[src/rtl/serial_adder_pkg.sv]
// Shared definitions for the bit-serial adder: controller state encoding.
package serial_adder_pkg;

  typedef enum logic [1:0] {
    S_IDLE  = 2'd0,
    S_SHIFT = 2'd1,
    S_DONE  = 2'd2
  } state_t;

endpackage

[src/rtl/full_adder_1bit.sv]
// Single combinational full-adder bit-slice.
module full_adder_1bit (
  input  logic A,
  input  logic B,
  input  logic Cin,
  output logic Out,
  output logic Cout
);

  assign Out  = A ^ B ^ Cin;
  assign Cout = (A & B) | (Cin & (A ^ B));

endmodule

[src/rtl/serial_adder.sv]
// Bit-serial adder: adds A + B + Cin one bit per clock, LSB first, through a
// single full-adder slice and a carry flip-flop. Start/done handshake.
module serial_adder
  import serial_adder_pkg::*;
#(
  parameter int WIDTH = 4
) (
  input  logic             clk,
  input  logic             rst,
  input  logic             start,
  input  logic [WIDTH-1:0] A,
  input  logic [WIDTH-1:0] B,
  input  logic             Cin,
  output logic             busy,
  output logic             done,
  output logic [WIDTH-1:0] Out,
  output logic             Cout
);

  localparam int CNT_W = $clog2(WIDTH);
  localparam logic [CNT_W-1:0] CNT_LAST = CNT_W'(WIDTH - 1);

  state_t           state;
  logic [WIDTH-1:0] a_sh;
  logic [WIDTH-1:0] b_sh;
  // Holds the WIDTH-1 most recent sum bits; the current slice sum is
  // prepended to form the full WIDTH-bit result on the last shift edge.
  logic [WIDTH-2:0] s_sh;
  logic [CNT_W-1:0] cnt;
  logic             carry;

  logic             slice_sum;
  logic             slice_cout;
  logic [WIDTH-1:0] s_cat;

  full_adder_1bit u_slice (
    .A    (a_sh[0]),
    .B    (b_sh[0]),
    .Cin  (carry),
    .Out  (slice_sum),
    .Cout (slice_cout)
  );

  // Sum register after this edge's bit enters at the MSB.
  assign s_cat = {slice_sum, s_sh};

  // Controller FSM with datapath shift registers and registered outputs.
  always_ff @(posedge clk) begin
    if (rst) begin
      state <= S_IDLE;
      a_sh  <= '0;
      b_sh  <= '0;
      s_sh  <= '0;
      cnt   <= '0;
      carry <= 1'b0;
      busy  <= 1'b0;
      done  <= 1'b0;
      Out   <= '0;
      Cout  <= 1'b0;
    end else begin
      case (state)
        S_IDLE, S_DONE: begin
          done <= 1'b0;
          if (start) begin
            a_sh  <= A;
            b_sh  <= B;
            carry <= Cin;
            s_sh  <= '0;
            cnt   <= '0;
            busy  <= 1'b1;
            state <= S_SHIFT;
          end else begin
            busy  <= 1'b0;
            state <= S_IDLE;
          end
        end
        S_SHIFT: begin
          a_sh  <= a_sh >> 1;
          b_sh  <= b_sh >> 1;
          s_sh  <= s_cat[WIDTH-1:1];
          carry <= slice_cout;
          if (cnt == CNT_LAST) begin
            // Completion edge: the counter holds rather than wrapping.
            Out   <= s_cat;
            Cout  <= slice_cout;
            done  <= 1'b1;
            busy  <= 1'b0;
            state <= S_DONE;
          end else begin
            cnt <= cnt + CNT_W'(1);
          end
        end
        default: begin
          busy  <= 1'b0;
          done  <= 1'b0;
          state <= S_IDLE;
        end
      endcase
    end
  end

endmodule

[config.mk]
export PLATFORM = sky130hd
export DESIGN_NAME = serial_adder
export DESIGN_NICKNAME = d
export VERILOG_FILES = /design/src/rtl/serial_adder_pkg.sv /design/src/rtl/full_adder_1bit.sv /design/src/rtl/serial_adder.sv
export SDC_FILE = /design/constraint.sdc
export NUM_CORES = 1
export LEC_CHECK = 0
export BUFFER_PORTS_ARGS = -buffer_cell sky130_fd_sc_hd__buf_4
export CAP_MARGIN = 20
export CORE_AREA = 2 2 54 56
export CTS_BUF_LIST = sky130_fd_sc_hd__clkbuf_8
export DETAILED_ROUTE_END_ITERATION = 10
export DIE_AREA = 0 0 56 58
export PLACE_DENSITY_LB_ADDON = 0.05
export SKIP_CTS_REPAIR_TIMING = 1
export SLEW_MARGIN = 20
export SYNTH_ARGS = -nofsm -noshare
export SYNTH_HDL_FRONTEND = slang
export SYNTH_SLANG_ARGS = --single-unit
export TNS_END_PERCENT = 5
[constraint.sdc]
create_clock -name clk -period 1.85 [get_ports clk]
set_clock_uncertainty 0.2 [all_clocks]
set_input_delay 0.185 -clock clk [delete_from_list [all_inputs] [get_ports clk]]
set_output_delay 0.185 -clock clk [all_outputs]
set_load 0.01 [all_outputs]
==> flow_summary_export.csv <==
group,metric,value,unit
run_status,status,"finished clean",
timing,setup_viol_count_final,0,
final_layout,area_growth,16.86,%
timing,rsz0062_at_grt,"false",
grt,grt_max_degree,24,
timing,tightest_slew,0.8395,ns
setup_path,slowest_stage,"nor2b_1",
setup_path,cp_max_fo,10,
pwr,peakVddDrop,0.4797,mV
timing,hold_violations,0,
drt,avgRoutedWirePerCell,12.89,microns
drt,wirelength,1946,microns
pwr,leakage,0.0004453,uW
die,die_x,56,microns
die,core,2663,sq um
timing,setup_tns,0,ns
cts,clk_pin_slew,0.08,ns
logic_synthesis,ys_seq_area_share,42.79,%
final_layout,mostFrequentLayoutCell,"dfxtp_1",
setup_path,worstSetupPathType,"reg -> reg",
logic_synthesis,synth-simple-area-share,31.86,%
logic_synthesis,ys_ff_latch,23,
placed_design,portBuffers,18,
setup_path,worstPathArrival,1.59,ns
cts,cts_buffers,3,
drt,drtIter0Drc,13,
grt,grt_use_total,13.47,%
pwr,power_density,802.9,nW/um^2
flow_run,maxCapViolations,0,
cts,clkLatencyLatePin,0.26,ns
placed_design,gp_congestion,0.6732,
die,chipHeight,58,microns
timing,slew_violations,0,
drt,dr.pass1.iters,4,
setup_path,crit_chain,"nor2b_1 -> nand2_1 -> a21oi_2",
die,rows,19,
placed_design,hpwl,1281,microns
logic_synthesis,synth_xor_area_share,0,%
timing,max_freq,0.6279,GHz
die,start_util,40.41,%
logic_synthesis,synthTopCellsByArea,"dfxtp_1 (43%), a21oi_2 (11%), nand3_2 (9.3%)",
final_layout,antenna_cells,0,
drt,drc,0,
timing,slew_headroom,43.92,%
logic_synthesis,synth_fa_ha_area_share,3.023,%
logic_synthesis,yosys_warnings,0,
timing,holdWs,0.02759,ns
logic_synthesis,synth.distinct_cells,26,
logic_synthesis,syn_nets,116,
logic_synthesis,yosys.area.top_type,"dfxtp_1",
cts,cts_sinks,23,
logic_synthesis,yosys.area.top_type_share,42.79,%
timing,final_min_period_over_clock_period,86.09,%
cts,htree_num_levels,1,
setup_path,critPathMaxStageDelay,0.68,ns
die,num_io_pins,19,
timing,finalCriticalPeriod,1.593,ns
setup_path,crit_path_end_kind,"register",
min_path,hp-class,"in -> reg",
setup_path,worstPathRequired,1.85,ns
drt,vias_per_cell,5.119,
final_layout,drive_gt1_share,47.50,%
final_layout,num-fill-cells,267,
grt,grt_pass1_vias,795,
final_layout,nNetsFinal,135,
cts,clockBufferDepth,2,
grt,grt_antenna_before_repair,0,
final_layout,layout_common_cells,"dfxtp_1 (23), buf_4 (19), a21oi_2 (13)",
setup_path,start_kind,"register",
logic_synthesis,syn_area,1076,sq um
drt,num_vias,773,
cts,tritoncts,"done",
cts,clockRootBuffer,"clkbuf_8",
logic_synthesis,muxShareOfSynthArea,0,%
grt,grt_overflow,0,
logic_synthesis,syn-instance-count,102,
drt,ant_nets,0,
die,design.die.area,3248,sq um
logic_synthesis,synth_compound_area_share,16.28,%
logic_synthesis,avgSynthCellArea,10.55,sq um
logic_synthesis,synth_top_family_by_area,"simple AND/OR/NAND/NOR gates",
grt,grt_first_pass_wirelength,3539,microns
[where the power goes]
part	switching, uW	internal (uW)	total, uW
clock network	157	148	305
registers	20.9	522	543
logic	88.1	73.3	161
total	266	743	1010
[cell usage after synthesis, drive strengths merged]
master / count
nor3b: 2
nand3b: 1
ha: 1
a21oi: 14
and2b: 1
o22ai: 7
or3b: 1
nor2b: 1
nand2b: 3
nand3: 12
buf: 7
nor3: 15
nor2: 2
fa: 1
dfxtp: 23
nand2: 11
[stage by stage]
step	instances	util [%]	area [sq um]	total power, uW	setup WS [ns]
4_1_cts	149	46.48	1237	1026	0.2515
5_1_grt	151	47.23	1257	1073	0.1385
2_1_floorplan	102	-	1076	684.5	0.3401
3_3_place_gp	145	44.78	1192	713.2	0.3306
6_report	151	47.23	1257	1010	0.2574
3_5_place_dp	145	44.78	1192	715.2	0.2785
[final timing paths]
path,start,to,slack [ns],cells past startpoint
min reg2reg,s_sh[0],Out[0],0.26,2
min,A[2],a_sh[2],0.03,3
max reg2reg,state[0],b_sh[3],0.26,3
max,state[0],b_sh[3],0.26,3
[registers in the layout (all words and copies together), names as in the netlist]
signal / flops
done: 1
busy: 1
s_sh: 3
a_sh: 4
cnt: 2
Cout: 1
carry: 1
b_sh: 4
state: 2
Out: 4
[critical path: cells and delay by family, from the launching register on]
family | cells | cell delay [ns]
AOI/OAI and AO/OA | 1 | 0.14
DFF | 1 | 0.37
and+or+nand+nor | 2 | 0.83
[per-layer routing]
metal | vias up | global-route usage (%) | share of wire [%]
li1 | 400 | - | -
met4 | 0 | 3.061 | 0
met3 | 0 | 2.679 | 2.8
met1 | 361 | 17.32 | 50
met5 | - | 0 | 0
met2 | 12 | 23.53 | 47
[layout make-up]
class | count | area [sq um] | area share [%]
Clock buffer | 3 | 41.29 | 3.284
Tap cell | 31 | 38.79 | 3.085
Timing Repair Buffer | 21 | 162.7 | 12.94
Multi-Input combinational cell | 72 | 550.5 | 43.78
Sequential cell | 23 | 460.4 | 36.62
Clock inverter | 1 | 3.754 | 0.2985
[cell families (layout without fill, tap and decap cells)]
family | Yosys count | count (layout)
buf+inv | 7 | 25
flops | 23 | 23
simple gates | 49 | 49
fa+ha+maj | 2 | 2
compound gates | 21 | 21
Note: power is estimated with default switching activity, not from simulation.
